<file path="src/rtl/rv_ctrl_pkg.sv">
// Shared RV32IM control definitions: ALU control codes, major opcodes,
// issue FSM states and the datapath control bundle.
package rv_ctrl_pkg;

  localparam logic [4:0] ALUCTRL_NOP    = 5'd0;
  localparam logic [4:0] ALUCTRL_ADD    = 5'd1;
  localparam logic [4:0] ALUCTRL_SUB    = 5'd2;
  localparam logic [4:0] ALUCTRL_SLL    = 5'd3;
  localparam logic [4:0] ALUCTRL_SLT    = 5'd4;
  localparam logic [4:0] ALUCTRL_SLTU   = 5'd5;
  localparam logic [4:0] ALUCTRL_XOR    = 5'd6;
  localparam logic [4:0] ALUCTRL_SRL    = 5'd7;
  localparam logic [4:0] ALUCTRL_SRA    = 5'd8;
  localparam logic [4:0] ALUCTRL_OR     = 5'd9;
  localparam logic [4:0] ALUCTRL_AND    = 5'd10;
  localparam logic [4:0] ALUCTRL_MUL    = 5'd11;
  localparam logic [4:0] ALUCTRL_MULH   = 5'd12;
  localparam logic [4:0] ALUCTRL_MULHSU = 5'd13;
  localparam logic [4:0] ALUCTRL_MULHU  = 5'd14;
  localparam logic [4:0] ALUCTRL_DIV    = 5'd15;
  localparam logic [4:0] ALUCTRL_DIVU   = 5'd16;
  localparam logic [4:0] ALUCTRL_REM    = 5'd17;
  localparam logic [4:0] ALUCTRL_REMU   = 5'd18;
  localparam logic [4:0] ALUCTRL_BEQ    = 5'd19;
  localparam logic [4:0] ALUCTRL_BNE    = 5'd20;
  localparam logic [4:0] ALUCTRL_BLT    = 5'd21;
  localparam logic [4:0] ALUCTRL_BGE    = 5'd22;
  localparam logic [4:0] ALUCTRL_BLTU   = 5'd23;
  localparam logic [4:0] ALUCTRL_BGEU   = 5'd24;
  localparam logic [4:0] ALUCTRL_JAL    = 5'd25;
  localparam logic [4:0] ALUCTRL_JALR   = 5'd26;

  localparam logic [6:0] OPC_R      = 7'b011_0011;
  localparam logic [6:0] OPC_I_CALC = 7'b001_0011;
  localparam logic [6:0] OPC_LOAD   = 7'b000_0011;
  localparam logic [6:0] OPC_STORE  = 7'b010_0011;
  localparam logic [6:0] OPC_BRANCH = 7'b110_0011;
  localparam logic [6:0] OPC_JAL    = 7'b110_1111;
  localparam logic [6:0] OPC_JALR   = 7'b110_0111;
  localparam logic [6:0] OPC_AUIPC  = 7'b001_0111;
  localparam logic [6:0] OPC_LUI    = 7'b011_0111;

  typedef enum logic {
    ST_RUN   = 1'b0,
    ST_MWAIT = 1'b1
  } issue_state_t;

  typedef struct packed {
    logic [4:0] alu_ctrl;
    logic       branch;
    logic       mem_read;
    logic       mem_to_reg;
    logic       mem_write;
    logic       alu_src;
    logic       reg_write;
    logic [4:0] rd;
  } ctrl_bundle_t;

  function automatic ctrl_bundle_t ctrl_nop();
    ctrl_bundle_t b;
    b = '0;
    b.alu_ctrl = ALUCTRL_NOP;
    return b;
  endfunction

endpackage

</file>
<file path="src/rtl/rv_decode_comb.sv">
// Pure combinational RV32IM decoder: instruction word to control bundle,
// illegal flag and multi-cycle M-extension class.
module rv_decode_comb
  import rv_ctrl_pkg::*;
#(
  parameter bit ENABLE_M = 1'b1
) (
  input  logic [31:0]  instr,
  output ctrl_bundle_t bundle,
  output logic         illegal,
  output logic         is_mul,
  output logic         is_div
);

  logic [6:0]   opcode_s;
  logic [2:0]   funct3_s;
  logic [6:0]   funct7_s;
  logic         ill_s;
  ctrl_bundle_t dec_s;
  logic         unused_rs_bits;

  assign opcode_s = instr[6:0];
  assign funct3_s = instr[14:12];
  assign funct7_s = instr[31:25];
  assign unused_rs_bits = &{1'b0, instr[24:15]};

  // Opcode/funct decode; illegal encodings collapse to a NOP bundle.
  always_comb begin
    dec_s  = ctrl_nop();
    ill_s  = 1'b0;
    is_mul = 1'b0;
    is_div = 1'b0;
    case (opcode_s)
      OPC_R: begin
        dec_s.reg_write = 1'b1;
        case (funct7_s)
          7'b000_0000: begin
            case (funct3_s)
              3'b000:  dec_s.alu_ctrl = ALUCTRL_ADD;
              3'b001:  dec_s.alu_ctrl = ALUCTRL_SLL;
              3'b010:  dec_s.alu_ctrl = ALUCTRL_SLT;
              3'b011:  dec_s.alu_ctrl = ALUCTRL_SLTU;
              3'b100:  dec_s.alu_ctrl = ALUCTRL_XOR;
              3'b101:  dec_s.alu_ctrl = ALUCTRL_SRL;
              3'b110:  dec_s.alu_ctrl = ALUCTRL_OR;
              3'b111:  dec_s.alu_ctrl = ALUCTRL_AND;
              default: ill_s = 1'b1;
            endcase
          end
          7'b010_0000: begin
            case (funct3_s)
              3'b000:  dec_s.alu_ctrl = ALUCTRL_SUB;
              3'b101:  dec_s.alu_ctrl = ALUCTRL_SRA;
              default: ill_s = 1'b1;
            endcase
          end
          7'b000_0001: begin
            if (ENABLE_M) begin
              is_mul = ~funct3_s[2];
              is_div = funct3_s[2];
              case (funct3_s)
                3'b000:  dec_s.alu_ctrl = ALUCTRL_MUL;
                3'b001:  dec_s.alu_ctrl = ALUCTRL_MULH;
                3'b010:  dec_s.alu_ctrl = ALUCTRL_MULHSU;
                3'b011:  dec_s.alu_ctrl = ALUCTRL_MULHU;
                3'b100:  dec_s.alu_ctrl = ALUCTRL_DIV;
                3'b101:  dec_s.alu_ctrl = ALUCTRL_DIVU;
                3'b110:  dec_s.alu_ctrl = ALUCTRL_REM;
                3'b111:  dec_s.alu_ctrl = ALUCTRL_REMU;
                default: ill_s = 1'b1;
              endcase
            end else begin
              ill_s = 1'b1;
            end
          end
          default: ill_s = 1'b1;
        endcase
      end
      OPC_I_CALC: begin
        dec_s.reg_write = 1'b1;
        dec_s.alu_src   = 1'b1;
        case (funct3_s)
          3'b000: dec_s.alu_ctrl = ALUCTRL_ADD;
          3'b010: dec_s.alu_ctrl = ALUCTRL_SLT;
          3'b011: dec_s.alu_ctrl = ALUCTRL_SLTU;
          3'b100: dec_s.alu_ctrl = ALUCTRL_XOR;
          3'b110: dec_s.alu_ctrl = ALUCTRL_OR;
          3'b111: dec_s.alu_ctrl = ALUCTRL_AND;
          3'b001: begin
            if (funct7_s == 7'b000_0000) begin
              dec_s.alu_ctrl = ALUCTRL_SLL;
            end else begin
              ill_s = 1'b1;
            end
          end
          3'b101: begin
            if (funct7_s == 7'b000_0000) begin
              dec_s.alu_ctrl = ALUCTRL_SRL;
            end else if (funct7_s == 7'b010_0000) begin
              dec_s.alu_ctrl = ALUCTRL_SRA;
            end else begin
              ill_s = 1'b1;
            end
          end
          default: ill_s = 1'b1;
        endcase
      end
      OPC_LOAD: begin
        dec_s.alu_ctrl   = ALUCTRL_ADD;
        dec_s.mem_read   = 1'b1;
        dec_s.mem_to_reg = 1'b1;
        dec_s.alu_src    = 1'b1;
        dec_s.reg_write  = 1'b1;
      end
      OPC_STORE: begin
        dec_s.alu_ctrl  = ALUCTRL_ADD;
        dec_s.mem_write = 1'b1;
        dec_s.alu_src   = 1'b1;
      end
      OPC_BRANCH: begin
        dec_s.branch = 1'b1;
        case (funct3_s)
          3'b000:  dec_s.alu_ctrl = ALUCTRL_BEQ;
          3'b001:  dec_s.alu_ctrl = ALUCTRL_BNE;
          3'b100:  dec_s.alu_ctrl = ALUCTRL_BLT;
          3'b101:  dec_s.alu_ctrl = ALUCTRL_BGE;
          3'b110:  dec_s.alu_ctrl = ALUCTRL_BLTU;
          3'b111:  dec_s.alu_ctrl = ALUCTRL_BGEU;
          default: ill_s = 1'b1;
        endcase
      end
      OPC_JAL, OPC_JALR: begin
        dec_s.alu_ctrl  = (opcode_s == OPC_JAL) ? ALUCTRL_JAL : ALUCTRL_JALR;
        dec_s.branch    = 1'b1;
        dec_s.alu_src   = 1'b1;
        dec_s.reg_write = 1'b1;
      end
      OPC_AUIPC, OPC_LUI: begin
        dec_s.alu_ctrl  = ALUCTRL_ADD;
        dec_s.alu_src   = 1'b1;
        dec_s.reg_write = 1'b1;
      end
      default: ill_s = 1'b1;
    endcase

    // Writes to x0 are architecturally dropped.
    if (ill_s) begin
      dec_s  = ctrl_nop();
      is_mul = 1'b0;
      is_div = 1'b0;
    end else begin
      dec_s.rd = instr[11:7];
      if (dec_s.rd == 5'd0) begin
        dec_s.reg_write = 1'b0;
      end else begin
        dec_s.reg_write = dec_s.reg_write;
      end
    end
  end

  assign bundle  = dec_s;
  assign illegal = ill_s;

endmodule

</file>
<file path="src/rtl/decode_issue_ctrl.sv">
// RV32IM decode/issue stage: one-entry output register with valid/ready
// handshake, and a busy FSM that stalls issue while a MUL/DIV is in flight.
module decode_issue_ctrl
  import rv_ctrl_pkg::*;
#(
  parameter int XLEN        = 32,
  parameter bit ENABLE_M    = 1'b1,
  parameter int MUL_LATENCY = 3,
  parameter int DIV_LATENCY = 8
) (
  input  logic            clk,
  input  logic            rst,
  input  logic            in_valid,
  output logic            in_ready,
  input  logic [XLEN-1:0] instr,
  input  logic            flush,
  output logic            out_valid,
  input  logic            out_ready,
  output logic [4:0]      alu_ctrl,
  output logic            branch,
  output logic            mem_read,
  output logic            mem_to_reg,
  output logic            mem_write,
  output logic            alu_src,
  output logic            reg_write,
  output logic [4:0]      rd,
  output logic            illegal,
  output logic            mext_busy
);

  localparam int MAX_LAT = (MUL_LATENCY > DIV_LATENCY) ? MUL_LATENCY : DIV_LATENCY;
  localparam int CNT_W   = (MAX_LAT < 1) ? 1 : $clog2(MAX_LAT + 1);
  localparam logic [CNT_W-1:0] MUL_CNT = CNT_W'(MUL_LATENCY);
  localparam logic [CNT_W-1:0] DIV_CNT = CNT_W'(DIV_LATENCY);
  localparam logic [CNT_W-1:0] CNT_ONE = CNT_W'(1);
  localparam bit MUL_MCYC = (MUL_LATENCY != 0);
  localparam bit DIV_MCYC = (DIV_LATENCY != 0);

  ctrl_bundle_t dec_bundle_s;
  logic         dec_illegal_s;
  logic         dec_is_mul_s;
  logic         dec_is_div_s;

  ctrl_bundle_t bundle_r;
  logic         illegal_r;
  logic         held_mul_r;
  logic         held_div_r;
  logic         out_valid_r;
  issue_state_t state_r;
  logic [CNT_W-1:0] cnt_r;
  logic         mext_busy_r;

  logic held_is_mcyc_s;
  logic accept_s;
  logic consume_s;

  rv_decode_comb #(
    .ENABLE_M (ENABLE_M)
  ) u_decode (
    .instr   (instr[31:0]),
    .bundle  (dec_bundle_s),
    .illegal (dec_illegal_s),
    .is_mul  (dec_is_mul_s),
    .is_div  (dec_is_div_s)
  );

  assign held_is_mcyc_s = (held_mul_r && MUL_MCYC) || (held_div_r && DIV_MCYC);
  assign in_ready  = (state_r == ST_RUN) && !flush &&
                     (!out_valid_r || (out_ready && !held_is_mcyc_s));
  assign accept_s  = in_valid && in_ready;
  // A flushed entry is discarded, never handed to execute.
  assign consume_s = out_valid_r && out_ready && !flush;

  // Output entry register: flush > load > consume > hold.
  always_ff @(posedge clk or posedge rst) begin
    if (rst) begin
      out_valid_r <= 1'b0;
      bundle_r    <= ctrl_nop();
      illegal_r   <= 1'b0;
      held_mul_r  <= 1'b0;
      held_div_r  <= 1'b0;
    end else if (flush) begin
      out_valid_r <= 1'b0;
    end else if (accept_s) begin
      out_valid_r <= 1'b1;
      bundle_r    <= dec_bundle_s;
      illegal_r   <= dec_illegal_s;
      held_mul_r  <= dec_is_mul_s;
      held_div_r  <= dec_is_div_s;
    end else if (consume_s) begin
      out_valid_r <= 1'b0;
    end else begin
      out_valid_r <= out_valid_r;
    end
  end

  // Busy FSM: counter counts down the M-op latency, busy flag registered alongside.
  always_ff @(posedge clk or posedge rst) begin
    if (rst) begin
      state_r     <= ST_RUN;
      cnt_r       <= '0;
      mext_busy_r <= 1'b0;
    end else begin
      case (state_r)
        ST_RUN: begin
          if (consume_s && held_is_mcyc_s) begin
            state_r     <= ST_MWAIT;
            cnt_r       <= held_div_r ? DIV_CNT : MUL_CNT;
            mext_busy_r <= 1'b1;
          end else begin
            state_r     <= ST_RUN;
            cnt_r       <= '0;
            mext_busy_r <= 1'b0;
          end
        end
        ST_MWAIT: begin
          if (cnt_r == CNT_ONE) begin
            state_r     <= ST_RUN;
            cnt_r       <= '0;
            mext_busy_r <= 1'b0;
          end else begin
            state_r     <= ST_MWAIT;
            cnt_r       <= cnt_r - CNT_ONE;
            mext_busy_r <= 1'b1;
          end
        end
        default: begin
          state_r     <= ST_RUN;
          cnt_r       <= '0;
          mext_busy_r <= 1'b0;
        end
      endcase
    end
  end

  assign out_valid  = out_valid_r;
  assign alu_ctrl   = bundle_r.alu_ctrl;
  assign branch     = bundle_r.branch;
  assign mem_read   = bundle_r.mem_read;
  assign mem_to_reg = bundle_r.mem_to_reg;
  assign mem_write  = bundle_r.mem_write;
  assign alu_src    = bundle_r.alu_src;
  assign reg_write  = bundle_r.reg_write;
  assign rd         = bundle_r.rd;
  assign illegal    = illegal_r;
  assign mext_busy  = mext_busy_r;

endmodule

</file>
<file path="config.mk">
export PLATFORM = sky130hd
export DESIGN_NAME = decode_issue_ctrl
export DESIGN_NICKNAME = d
export VERILOG_FILES = /design/src/rtl/rv_ctrl_pkg.sv /design/src/rtl/rv_decode_comb.sv /design/src/rtl/decode_issue_ctrl.sv
export SDC_FILE = /design/constraint.sdc
export NUM_CORES = 1
export LEC_CHECK = 0
export BUFFER_PORTS_ARGS = -buffer_cell sky130_fd_sc_hd__buf_2
export CORE_MARGIN = 3
export CORE_UTILIZATION = 42
export CTS_CLUSTER_SIZE = 14
export DETAILED_ROUTE_END_ITERATION = 8
export GPL_TIMING_DRIVEN = 0
export PLACE_DENSITY = 0.67
export SLEW_MARGIN = 20
export SYNTH_ARGS = -nofsm -noshare
export SYNTH_HDL_FRONTEND = slang
export SYNTH_SLANG_ARGS = --single-unit
</file>
<file path="constraint.sdc">
create_clock -name clk -period 2.1 [get_ports clk]
set_input_delay 0.21 -clock clk [delete_from_list [all_inputs] [get_ports clk]]
set_output_delay 0.21 -clock clk [all_outputs]
set_load 0.005 [all_outputs]
</file>
==> impl_metrics.csv <==
group,metric,value,unit
run_status,outcome,"complete, no violations",
clock_network,cts-root-buf,"clkbuf_8",
route,routed_wl,4.20,mm
clock_network,clk_path_buf_depth,2,
critical_path,endpoint_kind,"flip-flop",
logic_synthesis,synthArstFlopShare,1.00,
route,vias_per_cell,5.73,
critical_path,crit_path_start_kind,"primary input",
clock_network,cts_tree,"done",
power_and_ir_drop,leakagePower,0.988,nW
route,ant_nets,0,
logic_synthesis,ys_ff_latch,24,
timing,clock_skew,0.00972,ns
timing,finalHoldViolCount,0,
clock_network,cts_made_buffers,3,
timing,setup_violations,0,
power_and_ir_drop,powerDensity,511,nW/um2
floorplanning,initial_core_util,0.450,
placement,routabilityCongestion,0.895,
floorplanning,die_area,4870,um2
logic_synthesis,ys_top_cells_by_count,"dfrtp_1 (24), nor2_1 (18), nand2_1 (15)",
logic_synthesis,syn_area,1710,um2
critical_path,rr_worst_depth,6,
critical_path,worst_ep_required_time,2.29,ns
critical_path,crit_fanout,9,
timing,worstMarginPinSlew,0.877,ns
global_route,grt_max_degree,25,
final_layout,layout.nets,290,
power_and_ir_drop,ir_drop,242,uV
clock_network,hold_buffers,0,
logic_synthesis,syn_nets,242,
route,vias,1666,
timing,rsz0062_at_grt,"false",
logic_synthesis,synth_top_area_frac,0.352,
final_layout,num_antenna_cells,0,
timing,max_freq,515,MHz
floorplanning,ios,57,
floorplanning,die_width,69.8,um
placement,portBuffers,43,
final_layout,design_area,2060,um2
clock_network,cts.sinks,24,
clock_network,path_clk_slew,0.09,ns
critical_path,cpMaxStageDelayCell,"or4b_1",
logic_synthesis,synth_edf_count,0,
logic_synthesis,synth_ff_type,"dfrtp_1",
clock_network,clkLatencyLatePin,0.27,ns
global_route,gr-total-overflow,0,
logic_synthesis,synth_largest_area_cell,"dfrtp_1",
global_route,antenna_found_initial,0,
timing,slew_viol_final,0,
logic_synthesis,syn-instance-count,196,
placement,placed_area,1980,um2
critical_path,crit_chain,"clkbuf_1 > or4b_1 > nor4_1 > and2_1 > nand2_1 > o21ai_0",
global_route,grt_util_all_layers,0.170,
floorplanning,die_h,69.8,um
logic_synthesis,synthMostInstantiatedCell,"dfrtp_1",
floorplanning,rows,22,
logic_synthesis,syn_avg_cell_area,8.71,um2
critical_path,crit_type,"primary input to flip-flop",
timing,period_share,0.925,
critical_path,r2r_slack,0.24,ns
critical_path,critPathArrivalTime,2.13,ns
route,drt_pre_antenna_iters,4,
run,max_cap_violations,0,
critical_path,slowest_delay,0.63,ns
route,drtIter0Drc,144,
global_route,grt_pass1_vias,1432,
floorplanning,core-area,3800,um2
placement,place_ws,-0.128,ns
min_path,hp-class,"primary input to async pin",
final_layout,drive_above_1_share,0.267,
route,route.detailed.drc,0,
timing,slew_headroom,0.415,
timing,setup_ws,0.158,ns
logic_synthesis,synth.distinct_cells,50,
logic_synthesis,synth_area_leaders,"dfrtp_1 (35%), ha_1 (6.6%), a22o_1 (5.1%)",
route,wire_per_inst,14.4,um
critical_path,r2r_end,"alu_ctrl[3]",
placement,dpl.hpwl,3.23,mm
timing,fin_crit,1.94,ns
clock_network,ctsHtreeMaxLevel,1,
logic_synthesis,ys_seq_area_frac,0.352,
global_route,grt_first_pass_wirelength,6.84,mm
critical_path,r2r-start,"held_mul_r",
final_layout,syn2layout_area_growth,20.6,%
logic_synthesis,ys_warn_count,0,
[report_power, final]
group | switching [W] | internal (W)
registers | 0.00000350 | 0.000468
logic | 0.000108 | 0.0000707
clock network | 0.000147 | 0.000255
total | 0.000259 | 0.000793
[final cells by class]
cell class                      count  area (um2)
Clock inverter                      1        30.0
Clock buffer                        3        41.3
Fill cell                         355        1740
Inverter                           12        45.0
Timing Repair Buffer               43         215
Buffer                             13        80.1
Multi-Input combinational cell    147         987
Sequential cell                    24         601
Tap cell                           48        60.1
[worst max-delay path, delay by kind of cell]
family | cells | cell delay [ns]
buffers and inverters | 1 | 0.18
AO/OA/AOI/OAI | 1 | 0.16
AND/OR/NAND/NOR | 4 | 1.56
[cell families after synthesis]
family,count (synthesis),share of synthesized area
AO/OA/AOI/OAI,60,0.250
flip-flops,24,0.352
buffers and inverters,25,0.0733
multiplexers,5,0.0308
adder cells (fa/ha/maj),9,0.0659
AND/OR/NAND/NOR,73,0.229
[repair_timing]
item / CTS / global route
setup buffers: 0 / 0
gates resized for setup: 0 / 1
endpoints found under the setup margin: 0 / 4
[metal layers]
layer / track usage / wire (um) / up-vias
met5: 0 / 0 / -
met4: 0.0319 / 16 / 0
met3: 0.0304 / 260 / 2
met2: 0.242 / 1840 / 64
met1: 0.267 / 2080 / 778
li1: - / - / 822
[metrics by stage]
stage / instances / TNS, ns / power [W] / util / hold WS (ns)
after global routing: 291 / 0 / 0.00111 / 0.542 / 0.145
after global placement: 287 / -1.12 / 0.000657 / 0.522 / 0.421
final: 291 / 0 / 0.00105 / 0.542 / 0.108
after detailed placement: 287 / -1.32 / 0.000657 / 0.522 / 0.425
after CTS: 291 / 0 / 0.00106 / 0.541 / 0.142
after floorplan: 196 / 0 / 0.000590 / - / 0.225
[cells in the final DEF, fill, tap and decap left out, drive strengths merged, types with 3 or more instances in the layout]
cell type and count:
buf 48, o21a 3, or4 4, inv 12
a31oi 3, nand3 6, o21ai 15, nor2 18
ha 9, a22o 11, nor3 7, clkbuf 11
o31ai 4, dfrtp 24, mux2i 3, nor4 4
a21oi 6, o211ai 3, a211o 3, nand2 15
[how the worst max path moves through the flow]
stage,to,slack (ns),startpoint
finish,held_div_r,0.16,instr[3]
CTS,alu_ctrl[3],0.16,instr[3]
global route,branch,0.06,held_div_r
floorplan,alu_ctrl[1],0.16,instr[28]
detailed placement,branch,-0.13,instr[3]
global placement,branch,-0.11,instr[3]
Note: power is estimated with default switching activity, not from simulation.
